--- src/rtl/mem_burst_scheduler_if.sv ---
// Requester-side bundle of the memory burst scheduler: request handshake plus
// the shared read-response bus.
interface mem_burst_scheduler_if #(
  parameter int NUM_REQ = 4,
  parameter int ADDR_W  = 32,
  parameter int DATA_W  = 16
);
  logic [NUM_REQ-1:0]        req_valid;
  logic [NUM_REQ-1:0]        req_ready;
  logic [NUM_REQ-1:0]        req_we;
  logic [NUM_REQ*ADDR_W-1:0] req_addr;
  logic [NUM_REQ*DATA_W-1:0] req_wdata;
  logic [NUM_REQ-1:0]        rsp_valid;
  logic [DATA_W-1:0]         rsp_rdata;

  modport master (
    output req_valid, req_we, req_addr, req_wdata,
    input  req_ready, rsp_valid, rsp_rdata
  );

  modport slave (
    input  req_valid, req_we, req_addr, req_wdata,
    output req_ready, rsp_valid, rsp_rdata
  );
endinterface

--- src/rtl/mem_burst_scheduler.sv ---
// Round-robin SRAM scheduler with burst locking, a registered memory command
// stage and a fixed-latency tag pipeline that routes read data back to its issuer.
module mem_burst_scheduler #(
  parameter int NUM_REQ   = 4,
  parameter int ADDR_W    = 32,
  parameter int DATA_W    = 16,
  parameter int RD_LAT    = 1,
  parameter int MAX_BURST = 4
) (
  input  logic                       clk,
  input  logic                       rst,
  mem_burst_scheduler_if.slave       bus,
  output logic                       mem_ce,
  output logic                       mem_we,
  output logic [ADDR_W-1:0]          mem_addr,
  output logic [DATA_W-1:0]          mem_wdata,
  input  logic [DATA_W-1:0]          mem_rdata,
  output logic [$clog2(NUM_REQ)-1:0] grant_id
);
  localparam int ID_W  = $clog2(NUM_REQ);
  localparam int CNT_W = 4;

  logic [ID_W-1:0]    rr_ptr_r, owner_r, grant_id_r;
  logic               lock_r;
  logic [CNT_W-1:0]   beat_cnt_r;
  logic               mem_ce_r, mem_we_r;
  logic [ADDR_W-1:0]  mem_addr_r;
  logic [DATA_W-1:0]  mem_wdata_r;
  logic [RD_LAT:0]    tag_vld_r;
  logic [ID_W-1:0]    tag_id_r [RD_LAT+1];

  logic               lock_win_s, win_vld_s, accept_s;
  logic [ID_W-1:0]    win_idx_s, rr_next_s;
  logic [CNT_W-1:0]   beat_next_s;
  logic [NUM_REQ-1:0] ready_s, rsp_valid_s;
  logic [DATA_W-1:0]  rsp_rdata_s;

  // First valid requester found scanning ptr, ptr+1, ... (wrapping); MSB flags a hit.
  function automatic logic [ID_W:0] rr_pick(input logic [NUM_REQ-1:0] vld,
                                            input logic [ID_W-1:0]    ptr);
    logic [ID_W:0] pick;
    int            cand;
    pick = '0;
    for (int k = NUM_REQ - 1; k >= 0; k--) begin
      cand = (int'(ptr) + k) % NUM_REQ;
      if (vld[cand]) begin
        pick = {1'b1, ID_W'(cand)};
      end else begin
        pick = pick;
      end
    end
    return pick;
  endfunction

  // Arbitration: a live burst lock beats the round-robin search.
  always_comb begin
    win_vld_s  = 1'b0;
    win_idx_s  = '0;
    lock_win_s = lock_r & bus.req_valid[owner_r] & (beat_cnt_r < CNT_W'(MAX_BURST));
    if (lock_win_s) begin
      win_vld_s = 1'b1;
      win_idx_s = owner_r;
    end else begin
      {win_vld_s, win_idx_s} = rr_pick(bus.req_valid, rr_ptr_r);
    end
    accept_s    = win_vld_s & ~rst;
    beat_next_s = lock_win_s ? (beat_cnt_r + CNT_W'(1)) : CNT_W'(1);
    rr_next_s   = (win_idx_s == ID_W'(NUM_REQ - 1)) ? '0 : (win_idx_s + ID_W'(1));
  end

  // One-hot ready for the winner, suppressed while reset is asserted.
  always_comb begin
    ready_s = '0;
    if (accept_s) begin
      ready_s[win_idx_s] = 1'b1;
    end else begin
      ready_s = '0;
    end
  end

  // Arbiter state and the registered memory command.
  always_ff @(posedge clk) begin
    if (rst) begin
      rr_ptr_r    <= '0;
      owner_r     <= '0;
      lock_r      <= 1'b0;
      beat_cnt_r  <= '0;
      grant_id_r  <= '0;
      mem_ce_r    <= 1'b0;
      mem_we_r    <= 1'b0;
      mem_addr_r  <= '0;
      mem_wdata_r <= '0;
    end else begin
      mem_ce_r <= accept_s;
      mem_we_r <= accept_s & bus.req_we[win_idx_s];
      if (accept_s) begin
        owner_r     <= win_idx_s;
        lock_r      <= 1'b1;
        beat_cnt_r  <= beat_next_s;
        rr_ptr_r    <= rr_next_s;
        grant_id_r  <= win_idx_s;
        mem_addr_r  <= bus.req_addr[win_idx_s*ADDR_W +: ADDR_W];
        mem_wdata_r <= bus.req_wdata[win_idx_s*DATA_W +: DATA_W];
      end else begin
        lock_r     <= 1'b0;
        beat_cnt_r <= '0;
      end
    end
  end

  // Tag pipeline: stage RD_LAT lines up with mem_rdata of the matching read.
  always_ff @(posedge clk) begin
    if (rst) begin
      tag_vld_r <= '0;
      for (int k = 0; k <= RD_LAT; k++) tag_id_r[k] <= '0;
    end else begin
      tag_vld_r[0] <= accept_s & ~bus.req_we[win_idx_s];
      tag_id_r[0]  <= win_idx_s;
      for (int k = 1; k <= RD_LAT; k++) begin
        tag_vld_r[k] <= tag_vld_r[k-1];
        tag_id_r[k]  <= tag_id_r[k-1];
      end
    end
  end

  // Read return: route pass-through SRAM data to the issuing requester.
  always_comb begin
    rsp_valid_s = '0;
    rsp_rdata_s = '0;
    if (tag_vld_r[RD_LAT]) begin
      rsp_valid_s[tag_id_r[RD_LAT]] = 1'b1;
      rsp_rdata_s                   = mem_rdata;
    end else begin
      rsp_valid_s = '0;
      rsp_rdata_s = '0;
    end
  end

  assign bus.req_ready = ready_s;
  assign bus.rsp_valid = rsp_valid_s;
  assign bus.rsp_rdata = rsp_rdata_s;
  assign mem_ce        = mem_ce_r;
  assign mem_we        = mem_we_r;
  assign mem_addr      = mem_addr_r;
  assign mem_wdata     = mem_wdata_r;
  assign grant_id      = grant_id_r;
endmodule
--- src/flat_wrapper.sv ---
// flat-port wrapper written by rule: the top's interface ports become plain ports
module mem_burst_scheduler_flat 
#(
  parameter int NUM_REQ   = 4,
  parameter int ADDR_W    = 32,
  parameter int DATA_W    = 16,
  parameter int RD_LAT    = 1,
  parameter int MAX_BURST = 4
)
  (clk, rst, mem_ce, mem_we, mem_addr, mem_wdata, mem_rdata, grant_id, bus_req_valid, bus_req_we, bus_req_addr, bus_req_wdata, bus_req_ready, bus_rsp_valid, bus_rsp_rdata);
  mem_burst_scheduler_if #(.NUM_REQ(NUM_REQ), .ADDR_W(ADDR_W), .DATA_W(DATA_W)) bus_i ();
  input  logic clk;
  input  logic rst;
  output logic mem_ce;
  output logic mem_we;
  output logic [ADDR_W-1:0] mem_addr;
  output logic [DATA_W-1:0] mem_wdata;
  input  logic [DATA_W-1:0] mem_rdata;
  output logic [$clog2(NUM_REQ)-1:0] grant_id;
  input wire logic [$bits(bus_i.req_valid)-1:0] bus_req_valid;
  input wire logic [$bits(bus_i.req_we)-1:0] bus_req_we;
  input wire logic [$bits(bus_i.req_addr)-1:0] bus_req_addr;
  input wire logic [$bits(bus_i.req_wdata)-1:0] bus_req_wdata;
  output wire logic [$bits(bus_i.req_ready)-1:0] bus_req_ready;
  output wire logic [$bits(bus_i.rsp_valid)-1:0] bus_rsp_valid;
  output wire logic [$bits(bus_i.rsp_rdata)-1:0] bus_rsp_rdata;
  assign bus_i.req_valid = bus_req_valid;
  assign bus_i.req_we = bus_req_we;
  assign bus_i.req_addr = bus_req_addr;
  assign bus_i.req_wdata = bus_req_wdata;
  assign bus_req_ready = bus_i.req_ready;
  assign bus_rsp_valid = bus_i.rsp_valid;
  assign bus_rsp_rdata = bus_i.rsp_rdata;
  mem_burst_scheduler #(.NUM_REQ(NUM_REQ), .ADDR_W(ADDR_W), .DATA_W(DATA_W), .RD_LAT(RD_LAT), .MAX_BURST(MAX_BURST)) u_core (.clk(clk), .rst(rst), .bus(bus_i), .mem_ce(mem_ce), .mem_we(mem_we), .mem_addr(mem_addr), .mem_wdata(mem_wdata), .mem_rdata(mem_rdata), .grant_id(grant_id));
endmodule
--- config.mk ---
export PLATFORM = sky130hd
export DESIGN_NAME = mem_burst_scheduler_flat
export DESIGN_NICKNAME = d
export VERILOG_FILES = /design/src/rtl/mem_burst_scheduler_if.sv /design/src/rtl/mem_burst_scheduler.sv /design/src/flat_wrapper.sv
export SDC_FILE = /design/constraint.sdc
export NUM_CORES = 1
export LEC_CHECK = 0
export ABC_AREA = 0
export CAP_MARGIN = 10
export CORE_MARGIN = 3
export CORE_UTILIZATION = 30
export CTS_BUF_LIST = sky130_fd_sc_hd__clkbuf_2 sky130_fd_sc_hd__clkbuf_4 sky130_fd_sc_hd__clkbuf_8
export DETAILED_ROUTE_END_ITERATION = 6
export GPL_ROUTABILITY_DRIVEN = 0
export PLACE_DENSITY = 0.73
export SLEW_MARGIN = 20
export SYNTH_ARGS = -nofsm -noshare
export SYNTH_HDL_FRONTEND = slang
export SYNTH_SLANG_ARGS = --single-unit
--- constraint.sdc ---
create_clock -name clk -period 5.73 [get_ports clk]
set_clock_uncertainty 0.15 [all_clocks]
set_input_delay 1.4325 -clock clk [delete_from_list [all_inputs] [get_ports clk]]
set_output_delay 1.4325 -clock clk [all_outputs]
set_load 0.05 [all_outputs]
==> flow_summary.html <==
<table>
<tr><th>Metric</th><th>Value</th></tr>
<tr><th colspan="2">Logic synthesis</th></tr>
<tr><td>Area fraction of the dominant cell type after synthesis</td><td>33.5%</td></tr>
<tr><td>Distinct cells, synth</td><td>39</td></tr>
<tr><td>Number of nets in the synthesized netlist</td><td>592</td></tr>
<tr><td>Most frequently used cell type in the post-synthesis netlist</td><td>mux2i_1</td></tr>
<tr><td>Count of yosys warnings during synthesis</td><td>0</td></tr>
<tr><td>Fraction of synthesis flops using an asynchronous set or reset pin</td><td>0%</td></tr>
<tr><td>Area of the mapped netlist</td><td>3820 sq um</td></tr>
<tr><td>Synthesized area per cell</td><td>10.4 sq um</td></tr>
<tr><td>Top post-synthesis cells by count</td><td>mux2i_1, dfxtp_1, nand2_1, o221ai_2, o221ai_1</td></tr>
<tr><td>Post-synth top flop</td><td>dfxtp_1</td></tr>
<tr><td>Number of instances in the synthesized netlist</td><td>369</td></tr>
<tr><td>EDFF count, synth</td><td>0</td></tr>
<tr><td>Main area contributors after synthesis</td><td>dfxtp_1, mux2i_1, o221ai_2</td></tr>
<tr><td>Sequential area share after synthesis</td><td>between 30% and 40%</td></tr>
<tr><td>Flops &amp; latches, synth</td><td>between 60 and 70</td></tr>
<tr><td>Leading area contributor after synthesis</td><td>dfxtp_1</td></tr>
<tr><th colspan="2">Cells and area</th></tr>
<tr><td>Non-filler instance count after layout</td><td>822</td></tr>
<tr><td>Antenna diode count</td><td>0</td></tr>
<tr><td>Post-Layout Inst Area</td><td>7010 sq um</td></tr>
<tr><td>Signed area change from the synthesized netlist to the final layout</td><td>83.2%</td></tr>
<tr><td>Post-layout net count</td><td>872</td></tr>
<tr><td>Proportion of layout cells with a drive suffix above 1</td><td>9.33%</td></tr>
<tr><td>Fill cell instance count of the final layout</td><td>1108</td></tr>
<tr><th colspan="2">Clocking</th></tr>
<tr><td>CTS tree</td><td>built</td></tr>
<tr><td>Clock tree root buffer cell</td><td>clkbuf_8</td></tr>
<tr><td>Total clock buffers created by CTS</td><td>9</td></tr>
<tr><td>Number of gates resized after cts</td><td>0</td></tr>
<tr><td>CTS Hold Buffers Added</td><td>0</td></tr>
<tr><td>Clk buf depth</td><td>2</td></tr>
<tr><td>Total number of H-tree levels</td><td>3</td></tr>
<tr><td>Number of buffers inserted by post-CTS setup repair</td><td>0</td></tr>
<tr><td>Number of sinks on the clock net</td><td>64</td></tr>
<tr><td>Insertion delay of the later-clocked pin in the worst-skew pair</td><td>0.32 ns</td></tr>
<tr><td>Clock slew at reported path FFs</td><td>roughly 0.06 ns</td></tr>
<tr><th colspan="2">Drt</th></tr>
<tr><td>Mean number of vias per cell</td><td>4.74</td></tr>
<tr><td>DRC</td><td>0</td></tr>
<tr><td>Number of DRC markers in iteration 0</td><td>131</td></tr>
<tr><td>Wire per inst</td><td>16.5 microns</td></tr>
<tr><td>Detailed-router iteration count before antenna repair</td><td>4</td></tr>
<tr><td>Vias after detailed routing</td><td>3894</td></tr>
<tr><td>Remaining antenna violation count after routing</td><td>0</td></tr>
<tr><td>Detailed-route wire length</td><td>approximately 14000 microns</td></tr>
<tr><th colspan="2">Place</th></tr>
<tr><td>Input/output buffers</td><td>roughly 300</td></tr>
<tr><td>DPL Wire Length</td><td>between 10000 and 15000 microns</td></tr>
<tr><td>Placed instance count</td><td>806</td></tr>
<tr><td>Area after detailed placement</td><td>between 6000 and 7000 sq um</td></tr>
<tr><td>Pre-CTS WS</td><td>0.670 ns</td></tr>
<tr><th colspan="2">Setup path</th></tr>
<tr><td>Type of origin of the critical path</td><td>input pin</td></tr>
<tr><td>Crit-path leading delay family</td><td>buffers and inverters</td></tr>
<tr><td>Critical path capture point type</td><td>primary output</td></tr>
<tr><td>First element of the critical path</td><td>bus_req_valid[1]</td></tr>
<tr><td>End of the critical path</td><td>bus_req_ready[1]</td></tr>
<tr><td>Number of cell instances on the worst register-to-register path</td><td>7</td></tr>
<tr><td>Required time at the endpoint of the critical path</td><td>4.15 ns</td></tr>
<tr><td>Largest incremental delay on the critical path</td><td>0.60 ns</td></tr>
<tr><td>List of cells traversed by the critical path</td><td>clkdlybuf4s50_1, mux2i_1, or3b_1, o21a_2, a21oi_4, inv_2, ha_1, and2_1, buf_4</td></tr>
<tr><td>Worst r2r dst</td><td>u_core.mem_we</td></tr>
<tr><td>Cell at the slowest stage of the critical path</td><td>clkdlybuf4s50_1</td></tr>
<tr><td>Classification of the worst setup path</td><td>in -&gt; out</td></tr>
<tr><td>Arrival time at the worst endpoint</td><td>around 3.5 ns</td></tr>
<tr><td>Max FO, Critical Path</td><td>8</td></tr>
<tr><td>Buffering stage count on the worst path with inverters included</td><td>3</td></tr>
<tr><td>Logic depth of the worst path, buffers included</td><td>9</td></tr>
<tr><td>Slack of the worst reg-to-reg path</td><td>2.72 ns</td></tr>
<tr><td>Worst r2r src</td><td>u_core.beat_cnt_r[2]</td></tr>
<tr><th colspan="2">GRT</th></tr>
<tr><td>Maximum number of pins on one net before global-route repair</td><td>53</td></tr>
<tr><td>Initial antenna violation count</td><td>0</td></tr>
<tr><td>Leftover overflow at the end of global routing</td><td>0</td></tr>
<tr><td>Number of global-route vias before repair</td><td>about 4100</td></tr>
<tr><td>Total routing resource utilization after global routing</td><td>18.8%</td></tr>
<tr><td>First-pass GRT wire length</td><td>21400 microns</td></tr>
<tr><th colspan="2">Min path</th></tr>
<tr><td>Type of the worst min-delay path</td><td>reg -&gt; reg</td></tr>
<tr><th colspan="2">Floorplan</th></tr>
<tr><td>Die outline height</td><td>119 microns</td></tr>
<tr><td>Die outline area</td><td>14100 sq um</td></tr>
<tr><td>Initial Utilization</td><td>31.3%</td></tr>
<tr><td>Core Rows</td><td>40</td></tr>
<tr><td>Number of top-level design ports</td><td>294</td></tr>
<tr><td>Core outline area</td><td>12200 sq um</td></tr>
<tr><td>Die Width</td><td>119 microns</td></tr>
<tr><th colspan="2">Power and ir drop</th></tr>
<tr><td>Pwr/cell area</td><td>281 nW/um^2</td></tr>
<tr><td>Post-layout power</td><td>0.00197 W</td></tr>
<tr><td>Worst supply voltage drop on vdd</td><td>141 uV</td></tr>
<tr><td>Leakage</td><td>2.67 nW</td></tr>
<tr><th colspan="2">STA</th></tr>
<tr><td>Transition time at the pin with the least slew margin</td><td>0.851 ns</td></tr>
<tr><td>Setup violations, final</td><td>0</td></tr>
<tr><td>Setup TNS</td><td>0 ns</td></tr>
<tr><td>Number of hold violations in the final report</td><td>0</td></tr>
<tr><td>Slack of the critical path</td><td>0.651 ns</td></tr>
<tr><td>Fmax</td><td>0.197 GHz</td></tr>
<tr><td>RSZ-0062 raised after global routing</td><td>no</td></tr>
<tr><td>Minimum period implied by the final worst setup slack</td><td>5.08 ns</td></tr>
<tr><td>Period utilisation layout</td><td>88.6%</td></tr>
<tr><td>Max-slew violation count</td><td>0</td></tr>
<tr><td>Relative slew margins</td><td>43.3%</td></tr>
<tr><th colspan="2">Status</th></tr>
<tr><td>Result of the run</td><td>completed</td></tr>
<tr><th colspan="2">Job</th></tr>
<tr><td>Number of max-cap violations</td><td>0</td></tr>
</table>
registers in the layout (all words and copies together), names as in the netlist:
register,count
u_core.mem_we,1
u_core.owner_r,2
u_core.mem_ce,1
u_core.mem_wdata,16
u_core.tag_vld_r,2
u_core.mem_addr,32
u_core.tag_id_r,4
u_core.rr_ptr_r,2
u_core.beat_cnt_r,4
cell type report:
cell class / instances / area (sq um) / area share, %
clock buffer: 12 / 146 / 2.09
clock inverter: 4 / 45.0 / 0.643
inverter: 6 / 22.5 / 0.321
multi-input combinational: 270 / 2280 / 32.6
sequential: 64 / 1280 / 18.3
tap: 168 / 210 / 3.00
timing repair buffer: 298 / 3020 / 43.1
metal layers:
| metal | vias up | track usage, % | wire length (microns) |
|---|---|---|---|
| met5 | - | 0 | 0 |
| met4 | 0 | 4.71 | 143 |
| met3 | 12 | 6.03 | 1120 |
| met2 | 165 | 34.6 | 7150 |
| met1 | 1776 | 20.7 | 5180 |
| li1 | 1941 | - | - |
kinds of logic after synthesis:
logic type | share of synthesized area, %
adders and majority gates | 1.64
other | 0.0980
DFF | 33.5
and+or+nand+nor | 12.0
muxes | 27.0
buffers and inverters | 7.13
xor gates and xnor gates | 0.229
AOI/OAI and AO/OA | 18.4
report_power, final:
part           internal, W  switching, W
Combinational     0.000447      0.000570
Clock             0.000214      0.000164
Sequential        0.000527     0.0000482
worst register-to-register path, delay by kind of cell, from the launching register on:
family | cells | cell delay [ns]
DFF | 1 | 0.32
buffers and inverters | 1 | 0.65
muxes | 1 | 0.46
and+or+nand+nor | 2 | 0.81
AOI/OAI and AO/OA | 3 | 0.50
how the worst min path moves through the flow:
stage,from,end,slack [ns],cells after the start
global placement,u_core.tag_id_r[0][0],u_core.tag_id_r[0][2],0.27,1
global route,u_core.tag_id_r[0][0],u_core.tag_id_r[0][2],0.31,1
finish,u_core.tag_id_r[0][0],u_core.tag_id_r[0][2],0.29,1
detailed placement,u_core.tag_id_r[0][0],u_core.tag_id_r[0][2],0.27,1
floorplan,u_core.tag_id_r[0][0],u_core.tag_id_r[0][2],0.26,1
CTS,u_core.tag_id_r[0][0],u_core.tag_id_r[0][2],0.29,1
layout by cell type (no fill, tap or decap), types with 2 or more instances in the layout:
cell type / n
or3b_1: 2
nand2_1: 53
inv_2: 3
nor3_1: 4
nor3b_1: 2
o221ai_1: 22
ha_1: 5
nand2_2: 2
clkbuf_8: 9
clkinv_2: 3
nor2_1: 5
buf_12: 3
o22ai_1: 2
and2_1: 20
dfxtp_1: 64
clkbuf_4: 3
a21oi_1: 5
inv_1: 3
nor2b_1: 3
mux2i_1: 101
clkdlybuf4s50_1: 289
buf_4: 5
o221ai_2: 27
through the flow:
step / utilization (%) / hold WS [ns]
2_1_floorplan: - / 0.264
3_3_place_gp: 55.6 / 0.274
5_1_grt: 57.4 / 0.307
3_5_place_dp: 55.8 / 0.274
4_1_cts: 57.4 / 0.290
6_report: 57.4 / 0.287
(Power assumes the default switching activity.)
